File: src/rtl/multicycle_sequencer.sv
// multicycle_sequencer
//
// Control sequencer for a non-pipelined RV32-style core. It steps each
// instruction through FETCH, DECODE, EXEC and then, depending on the
// instruction, MEM and/or WB. It raises the datapath strobes for each step
// and counts retired instructions.
//
// state | meaning
// ------+-------------------------------------------------------------
//   0   | FETCH  : request instruction, load IR when imem_ready
//   1   | DECODE : capture opcode, check legality
//   2   | EXEC   : ALU / branch compare; B retires here
//   3   | MEM    : data access, hold until dmem_ready; SW retires here
//   4   | WB     : register write, instruction retires
//   5   | HALT   : illegal opcode seen, terminal until rst
//  6-7  | unused : recover to FETCH on the next edge
//
// Ports
//   clk          in   single clock, rising edge
//   rst          in   asynchronous active-high reset
//   opcode       in   instruction[6:0] from the instruction register
//   branch_taken in   branch comparator result (used in EXEC only)
//   imem_ready   in   instruction memory data valid (used in FETCH only)
//   dmem_ready   in   data memory access complete (used in MEM only)
//   imem_req     out  instruction fetch request
//   ir_we        out  instruction register load strobe
//   dmem_req     out  data memory access request
//   dmem_we      out  data memory write qualifier (valid with dmem_req)
//   reg_we       out  register file write strobe
//   pc_we        out  PC update strobe, one pulse per instruction
//   pc_sel       out  1 = jump/branch target, 0 = PC+4
//   illegal      out  sticky illegal-opcode flag
//   state        out  current state code
//   instret      out  retired-instruction counter (wraps silently)

module multicycle_sequencer (
  input  logic        clk,
  input  logic        rst,
  input  logic [6:0]  opcode,
  input  logic        branch_taken,
  input  logic        imem_ready,
  input  logic        dmem_ready,
  output logic        imem_req,
  output logic        ir_we,
  output logic        dmem_req,
  output logic        dmem_we,
  output logic        reg_we,
  output logic        pc_we,
  output logic        pc_sel,
  output logic        illegal,
  output logic [2:0]  state,
  output logic [31:0] instret
);

  typedef enum logic [2:0] {
    S_FETCH  = 3'd0,
    S_DECODE = 3'd1,
    S_EXEC   = 3'd2,
    S_MEM    = 3'd3,
    S_WB     = 3'd4,
    S_HALT   = 3'd5
  } state_t;

  localparam logic [6:0] OP_R    = 7'b0110011;
  localparam logic [6:0] OP_I    = 7'b0010011;
  localparam logic [6:0] OP_LW   = 7'b0000011;
  localparam logic [6:0] OP_SW   = 7'b0100011;
  localparam logic [6:0] OP_B    = 7'b1100011;
  localparam logic [6:0] OP_JALR = 7'b1100111;
  localparam logic [6:0] OP_JAL  = 7'b1101111;
  localparam logic [6:0] OP_LUI  = 7'b0110111;

  state_t      state_q;
  state_t      state_d;
  logic [6:0]  op_q;
  logic        illegal_q;
  logic [31:0] instret_q;

  logic        opcode_legal;
  logic        op_is_lw;
  logic        op_is_sw;
  logic        op_is_b;
  logic        op_is_jump;
  logic        retire;

  always_comb begin
    opcode_legal = 1'b0;
    case (opcode)
      OP_R, OP_I, OP_LW, OP_SW, OP_B, OP_JALR, OP_JAL, OP_LUI: opcode_legal = 1'b1;
      default:                                                 opcode_legal = 1'b0;
    endcase
  end

  assign op_is_lw   = (op_q == OP_LW);
  assign op_is_sw   = (op_q == OP_SW);
  assign op_is_b    = (op_q == OP_B);
  assign op_is_jump = (op_q == OP_JAL) || (op_q == OP_JALR);

  // Next-state logic.
  always_comb begin
    state_d = S_FETCH;
    case (state_q)
      S_FETCH:  state_d = imem_ready ? S_DECODE : S_FETCH;
      S_DECODE: state_d = opcode_legal ? S_EXEC : S_HALT;
      S_EXEC: begin
        if (op_is_lw || op_is_sw) state_d = S_MEM;
        else if (op_is_b)         state_d = S_FETCH;
        else                      state_d = S_WB;
      end
      S_MEM: begin
        if (!dmem_ready)   state_d = S_MEM;
        else if (op_is_sw) state_d = S_FETCH;
        else               state_d = S_WB;
      end
      S_WB:     state_d = S_FETCH;
      S_HALT:   state_d = S_HALT;
      default:  state_d = S_FETCH;
    endcase
  end

  // Retire happens on the edge that leaves the retiring state. A store has
  // no WB step, so its retire is the MEM cycle that sees dmem_ready; that
  // is the one place the retire depends on an input, in the same way that
  // ir_we depends on imem_ready.
  always_comb begin
    retire = 1'b0;
    case (state_q)
      S_EXEC:  retire = op_is_b;
      S_MEM:   retire = op_is_sw && dmem_ready;
      S_WB:    retire = 1'b1;
      default: retire = 1'b0;
    endcase
  end

  // Output decode. Everything is forced low while rst is high so that the
  // FETCH reset state does not present a fetch request during reset.
  always_comb begin
    imem_req = 1'b0;
    ir_we    = 1'b0;
    dmem_req = 1'b0;
    dmem_we  = 1'b0;
    reg_we   = 1'b0;
    pc_we    = 1'b0;
    pc_sel   = 1'b0;
    if (!rst) begin
      case (state_q)
        S_FETCH: begin
          imem_req = 1'b1;
          ir_we    = imem_ready;
        end
        S_EXEC: begin
          pc_we  = retire;
          // The comparator result seen in EXEC is the one the PC update
          // on this edge uses.
          pc_sel = retire && branch_taken;
        end
        S_MEM: begin
          dmem_req = 1'b1;
          dmem_we  = op_is_sw;
          pc_we    = retire;
        end
        S_WB: begin
          reg_we = 1'b1;
          pc_we  = 1'b1;
          pc_sel = op_is_jump;
        end
        default: begin
          imem_req = 1'b0;
        end
      endcase
    end
  end

  always_ff @(posedge clk or posedge rst) begin
    if (rst) begin
      state_q   <= S_FETCH;
      op_q      <= 7'd0;
      illegal_q <= 1'b0;
      instret_q <= 32'd0;
    end else begin
      state_q <= state_d;
      if (state_q == S_DECODE) begin
        op_q <= opcode;
        if (!opcode_legal) illegal_q <= 1'b1;
      end
      if (retire) instret_q <= instret_q + 32'd1;
    end
  end

  assign illegal = illegal_q;
  assign state   = state_q;
  assign instret = instret_q;

endmodule
File: config.mk
export PLATFORM = sky130hd
export DESIGN_NAME = multicycle_sequencer
export DESIGN_NICKNAME = d
export VERILOG_FILES = /design/src/rtl/multicycle_sequencer.sv
export SDC_FILE = /design/constraint.sdc
export NUM_CORES = 1
export LEC_CHECK = 0
export ABC_CLOCK_PERIOD_IN_PS = 1990
export CAP_MARGIN = 25
export CORE_MARGIN = 3
export CORE_UTILIZATION = 44
export DETAILED_ROUTE_END_ITERATION = 10
export GPL_TIMING_DRIVEN = 0
export PLACE_DENSITY = 0.88
export SYNTH_ARGS = -nofsm -noshare
export SYNTH_HDL_FRONTEND = slang
export SYNTH_SLANG_ARGS = --single-unit
File: constraint.sdc
create_clock -name clk -period 1.99 [get_ports clk]
set_input_delay 0.398 -clock clk [delete_from_list [all_inputs] [get_ports clk]]
set_output_delay 0.398 -clock clk [all_outputs]
set_load 0.05 [all_outputs]
==> results of run 1 <==
## cells in the mapped netlist, types with 2 or more instances
cell type	instances	area share (%)
nor3_1	16	3.7
xor2_1	23	9.4
and3b_1	2	0.82
nand4_1	6	1.7
nor4_1	3	0.87
nor3_2	2	0.93
dfrtp_1	43	50
inv_1	9	1.6
nand2_1	19	3.3
nand3_1	9	2.1
nand2b_1	2	0.58
xnor2_1	8	3.3
mux2_2	7	3.7
nor2_1	21	3.7
o21ai_0	5	1.2
buf_6	2	1.0
and3_1	3	0.87
and4b_1	2	0.93
## routing by layer
metal,global-route usage (%),vias to the layer above,wire length [µm]
li1,-,854,-
met1,25.00,888,2308
met2,32.41,53,2718
met3,4.354,12,205
met4,11.07,0,143
met5,0,-,0
## layout make-up
| class | instances | area share (%) |
|---|---|---|
| multi-input combinational | 149 | 36.28 |
| sequential | 43 | 34.52 |
| timing repair buffer | 67 | 20.82 |
| buffer | 3 | 1.079 |
| inverter | 9 | 1.199 |
| clock buffer | 8 | 3.196 |
| tap | 65 | 2.597 |
| timing repair inverter | 2 | 0.3196 |
## what timing repair did
item | in CTS | in global routing
gates cloned | 2 | 0
endpoints found under the setup margin | 10 | 36
buffers inserted | 7 | 5
pin swaps | 5 | 3
resized for setup | 51 | 26
## kinds of logic (layout without fill, tap and decap cells)
kind of cell | count (synthesis) | in the layout | share of synthesized area, %
AOI/OAI and AO/OA | 16 | 16 | 6.414
xor gates and xnor gates | 31 | 31 | 12.65
adders and majority gates | 2 | 2 | 1.049
buffers and inverters | 12 | 89 | 2.857
DFF | 43 | 43 | 50.15
muxes | 7 | 7 | 3.674
and+or+nand+nor | 93 | 93 | 23.21
## power by group through the flow
stage / registers (mW) / logic, mW / clock network (mW)
3_5_place_dp: 1.21 / 1.08 / 0
4_1_cts: 1.19 / 1.15 / 0.608
2_1_floorplan: 1.42 / 0.532 / 0
5_1_grt: 1.23 / 1.26 / 0.641
3_3_place_gp: 1.20 / 1.06 / 0
6_report: 1.20 / 1.19 / 0.596
## worst min-delay path: cells and delay by family
kind / cells / cell delay, ns
buffers and inverters: 3 / 0.64
## flip-flops by register name, indices dropped and copies added, names as in the netlist
signal,count
instret,32
state,3
illegal,1
op_q,7
## placed cells by master (no fill, tap or decap), types with 8 or more instances in the layout
| cell | count |
|---|---|
| buf_4 | 13 |
| clkdlybuf4s50_1 | 34 |
| dfrtp_1 | 39 |
| dlymetal6s2s_1 | 8 |
| nand2_1 | 19 |
| nand3_1 | 8 |
| nor2_1 | 19 |
| nor3_1 | 10 |
| xnor2_1 | 8 |
| xor2_1 | 23 |
## through the flow
stage	setup TNS (ns)	power, mW	worst slack [ns]	std cells	hold WS (ns)
3_3_place_gp	-11.24	2.257	-1.786	323	0.4657
5_1_grt	-0.1980	3.125	-0.09967	346	0.4299
6_report	-0.06570	2.989	-0.05677	346	0.4153
4_1_cts	-0.06502	2.949	-0.05933	340	0.3995
3_5_place_dp	-11.86	2.294	-1.837	323	0.4570
2_1_floorplan	-0.1616	1.956	-0.1385	204	0.4042
## how the worst max path moves through the flow
| stage | startpoint | end | slack [ns] | cells after the start |
|---|---|---|---|---|
| floorplan | state[1]$_DFF_PP0_ | ir_we | -0.14 | 3 |
| global placement | rst | dmem_we | -1.79 | 4 |
| detailed placement | rst | dmem_we | -1.84 | 4 |
| CTS | state[1]$_DFF_PP0_ | dmem_we | -0.06 | 5 |
| global route | state[1]$_DFF_PP0_ | dmem_we | -0.1 | 5 |
| finish | state[1]$_DFF_PP0_ | dmem_we | -0.06 | 5 |
==> results.json, run 1 <==
{
  "result_of_the_run": "complete, but fails checks",
  "failing_checks": "negative setup slack",
  "worst_path_max_delay_cell": "dfrtp_2",
  "grt_pass1_wl_um": 8590,
  "ant_nets": 0,
  "ff_latch_area_mm2": 0.001081,
  "sum_of_buffers_and_inverters_on_the_critical_path": 2,
  "final.setup.worst_slack_ns": -0.05677,
  "setup.worst_path.start_class": "flip-flop",
  "reg2reg_to": "instret[8]$_DFFE_PP0P_",
  "postPlaceCellArea_mm2": 0.002828,
  "syn_nets": 217,
  "synth_sequential_area_ratio_pct": 50.15,
  "drt_pre_antenna_iters": 4,
  "postSynth.topFlopCell": "dfrtp_1",
  "vias_in_the_first_global_route": 1809,
  "cts_buffers": 5,
  "floorplan.die.width_um": 75.84,
  "synthesis.area_mm2": 0.002146,
  "timing_worst_slew_pin_value_ns": 0.7093,
  "timing.critical_path.arrival_ns": 1.65,
  "ctsHtreeMaxLevel": 2,
  "worstHoldPathType": "input port to async pin",
  "netlist_instances": 204,
  "finalWorstPathRequiredPeriod_ns": 2.047,
  "rsz0062_at_grt": "yes",
  "synthToLayoutAreaGrowth_pct": 45.95,
  "design.final.nets": 293,
  "reg2reg_from": "state[2]$_DFF_PP0_",
  "place_hpwl_um": 3459,
  "avgRoutedWirePerCell_um": 15.53,
  "cp_top_family": "simple AND/OR/NAND/NOR gates",
  "clk_path_buf_depth": 2,
  "wirelength_um": 5375,
  "rr_worst_depth": 7,
  "seqPwrFrac_pct": 40.3,
  "timing.max_cap.violations": 0,
  "grt_start_max_net_pins": 24,
  "yosysWarningCount": 0,
  "layout.cell_area.non_filler_mm2": 0.003132,
  "syn_avg_cell_area_um2": 10.52,
  "crit_top_cell": "buf_8",
  "number_of_remaining_drc_errors": 0,
  "sinks_on_the_clock_net": 43,
  "max_freq_ghz": 0.4886,
  "slew_viol_final": 0,
  "chain_of_cells_forming_the_critical_path": "buf_8 -> and3b_2 -> and3_4 -> and4b_2 -> buf_8",
  "cellInternalPower_mw": 1.817,
  "antenna_cells_inserted": 0,
  "tritoncts": "built",
  "power.combinational.fraction_pct": 39.8,
  "post_synth_num_cell_types": 40,
  "number_of_placed_i_o_pins": 55,
  "timing.final.crit_share_pct": 102.9,
  "critical_path_required_ns": 1.59,
  "static_leakage_nw": 1.516,
  "share_of_flip_flops_with_an_asynchronous_set_or_reset_after_synthesis_pct": 100.0,
  "final-setup-viol-count": 2,
  "multi_input_comb_area_mm2": 0.001136,
  "switchingPower_mw": 1.172,
  "critPathMaxStageDelay_ns": 0.42,
  "floorplan.rows": 24,
  "clkTransAtPathRegs_ns": 0.08,
  "io_buffers": 54,
  "end_kind": "primary output",
  "number_of_synthesized_flops_with_an_enable_pin": 0,
  "r2r_slack_ns": 0.08,
  "worstPathMaxFanout": 7,
  "core-area_mm2": 0.004534,
  "ys_seq_elements": 43,
  "detail_route.vias_per_cell": 5.223,
  "post_route_cells_drive_above_1_share_pct": 25.62,
  "gr-usage-all-layers_pct": 20.12,
  "power.ir.vdd_worst_mv": 0.4642,
  "fill_cells": 327,
  "floorplan.die.height_um": 75.84,
  "place.gp.congestion": 0.8586,
  "finalClockSkew_ns": 0.005336,
  "slew_headroom_pct": 52.50,
  "power.share.switching_pct": 39.22,
  "clockRootBuffer": "clkbuf_8",
  "layout.core_utilization_pct": 69.07,
  "power.clock.fraction_pct": 19.9,
  "grt_antenna_before_repair": 0,
  "detailed_route_via_count": 1807,
  "p_per_area_mw_per_mm2": 954.5,
  "holdBufCountCts": 0,
  "area_of_the_die_mm2": 0.005751,
  "worst-setup-path-type": "flip-flop to primary output",
  "overflow": 0,
  "initial_core_util_pct": 47.32,
  "hold_viol_final": 0,
  "worst_skew_pair.late_latency_ns": 0.29,
  "drtIter0Drc": 99
}
No activity file was read; power rests on OpenSTA's default activity.
==> run 2, diff against run 1 <==
- ABC_CLOCK_PERIOD_IN_PS: 1990 -> 2600
- CORE_UTILIZATION: 44 -> 52
- PLACE_DENSITY: 0.88 -> 0.95
- clock period: 1.99 -> 2.6 ns (I/O delays scaled with it)
==> run 2 against run 1 <==
The run now ends clean. Global-route usage is 0.29 points higher. Clock skew is 0.0042 ns higher. Sequential share of layout area is 2.1 points higher. Critical endpoint is now pc_we.
==> results.json, run 2 (synthesis gave the netlist of run 1 again) <==
{
  "floorplan.die.width_um": 70.24,
  "layoutNonFillerInstCount": 323,
  "setup.worst_path.start_class": "input port",
  "timing_worst_slew_pin_value_ns": 0.7049,
  "overflow": 0,
  "clk_path_buf_depth": 2,
  "final_cell_mix": "46 x clkdlybuf4s50_1, 42 x dfrtp_1, 23 x xor2_1, 19 x nor2_1, 19 x nand2_1",
  "gr-usage-all-layers_pct": 20.41,
  "placed_cells": 306,
  "worstPathMaxFanout": 5,
  "worstHoldPathCells": 1,
  "critPathMaxStageDelay_ns": 0.47,
  "antenna_cells_inserted": 0,
  "initial_core_util_pct": 56.08,
  "p_per_area_mw_per_mm2": 761.3,
  "detailed_route_via_count": 1868,
  "timing.max_cap.violations": 0,
  "end_kind": "primary output",
  "finalWorstPathRequiredPeriod_ns": 2.451,
  "clkTransAtPathRegs_ns": 0.08,
  "number_of_remaining_drc_errors": 0,
  "r2r_slack_ns": 0.56,
  "finalClockSkew_ns": 0.009496,
  "path_depth": 6,
  "hold_viol_final": 0,
  "synthToLayoutAreaGrowth_pct": 37.20,
  "wirelength_um": 5379,
  "grt_start_max_net_pins": 24,
  "layout.cells.most_common": "clkdlybuf4s50_1",
  "drtIter0Drc": 189,
  "flip_flop_count_of_the_largest_register_all_copies_and_words_added": 32,
  "slew_viol_final": 0,
  "cp_top_family": "buffers and inverters",
  "cts_buffers": 5,
  "post_route_cells_drive_above_1_share_pct": 16.73,
  "floorplan.die.height_um": 70.24,
  "final-setup-viol-count": 0,
  "tritoncts": "built",
  "ant_nets": 0,
  "rr_worst_depth": 7,
  "timing.critical_path.arrival_ns": 1.93,
  "design.final.nets": 287,
  "place.gp.congestion": 0.8711,
  "sum_of_buffers_and_inverters_on_the_critical_path": 2,
  "timing.final.crit_share_pct": 94.25,
  "worst-setup-path-type": "input port to primary output",
  "vias_in_the_first_global_route": 1650,
  "final.hold.worst_slack_ns": 0.4720,
  "totalNegativeSetupSlack_ns": 0,
  "static_leakage_nw": 1.355,
  "drt_pre_antenna_iters": 5,
  "place_hpwl_um": 3443,
  "detail_route.vias_per_cell": 5.783,
  "core-area_mm2": 0.003826,
  "power.ir.vdd_worst_mv": 0.5207,
  "critical_path_required_ns": 2.08,
  "worstHoldPathType": "flip-flop to flip-flop",
  "area_of_the_die_mm2": 0.004934,
  "chain_of_cells_forming_the_critical_path": "clkdlybuf4s50_1 -> and3b_1 -> o2111a_2 -> nor2_4 -> nor2_2 -> buf_2",
  "max_freq_ghz": 0.4081,
  "avgRoutedWirePerCell_um": 16.65,
  "clockRootBuffer": "clkbuf_8",
  "number_of_placed_i_o_pins": 55,
  "worst_skew_pair.late_latency_ns": 0.29,
  "rsz0062_at_grt": "no",
  "floorplan.rows": 22,
  "grt_antenna_before_repair": 0,
  "slew_headroom_pct": 52.80,
  "ctsHtreeMaxLevel": 2,
  "worst_path_max_delay_cell": "clkdlybuf4s50_1",
  "result_of_the_run": "finished, final reports clean",
  "layout.core_utilization_pct": 76.95,
  "sinks_on_the_clock_net": 43,
  "grt_pass1_wl_um": 7983,
  "io_buffers": 54
}
## run 2: path summary, 6_finish.rpt
| path | startpoint | endpoint |
|---|---|---|
| setup / recovery | dmem_ready | pc_we |
| hold / removal | instret[31]$_DFFE_PP0P_ | instret[31]$_DFFE_PP0P_ |
| setup reg to reg | state[2]$_DFF_PP0_ | instret[17]$_DFFE_PP0P_ |
| hold reg to reg | instret[31]$_DFFE_PP0P_ | instret[31]$_DFFE_PP0P_ |
| max in group asynchronous | rst | instret[27]$_DFFE_PP0P_ |
| min in group asynchronous | rst | state[2]$_DFF_PP0_ |
## run 2: where the power goes
part / switching, mW / leakage [nW] / internal [mW]
Sequential: 0.134 / 0.538 / 0.782
Clock: 0.226 / 0.0505 / 0.242
Combinational: 0.512 / 0.766 / 0.346
Total: 0.871 / 1.35 / 1.37
## run 2: final cells by class
type	instances	area, µm²
timing repair inverter	2	10.01
clock inverter	1	7.507
clock buffer	7	96.34
sequential	43	1077
timing repair buffer	61	593.1
multi-input combinational	149	1035
tap	48	60.06
fill	248	882.1
buffer	3	27.53
inverter	9	37.54
## run 2: stage by stage
stage          power [mW]  area (µm²)  setup WS (ns)
3_5_place_dp        1.719        2769         -1.211
4_1_cts             2.178        2904      -0.002041
3_3_place_gp        1.697        2769         -1.188
5_1_grt             2.333        2944        0.05130
6_report            2.241        2944         0.1494
2_1_floorplan       1.470        2168        -0.2860
## run 2: repair_timing
item                                    4_1_cts  5_1_grt
cloned                                        2        0
endpoints found under the setup margin        6        3
setup buffers                                 3        3
hold buffers                                  0        0
pin swaps                                     0        1
resized for setup                            12        5
## run 2: routing by layer
metal,GRT usage [%],routed length (µm),up-vias
met5,0,0,-
met4,7.234,111,0
met3,3.022,274,13
met2,33.16,2746,78
met1,27.76,2247,927
li1,-,-,850
==> run 3, diff against run 2 <==
- CTS_CLUSTER_DIAMETER: unset -> 100
==> results of run 3 <==
Same layout as run 2: the final DEF is identical, and so are final timing and power.
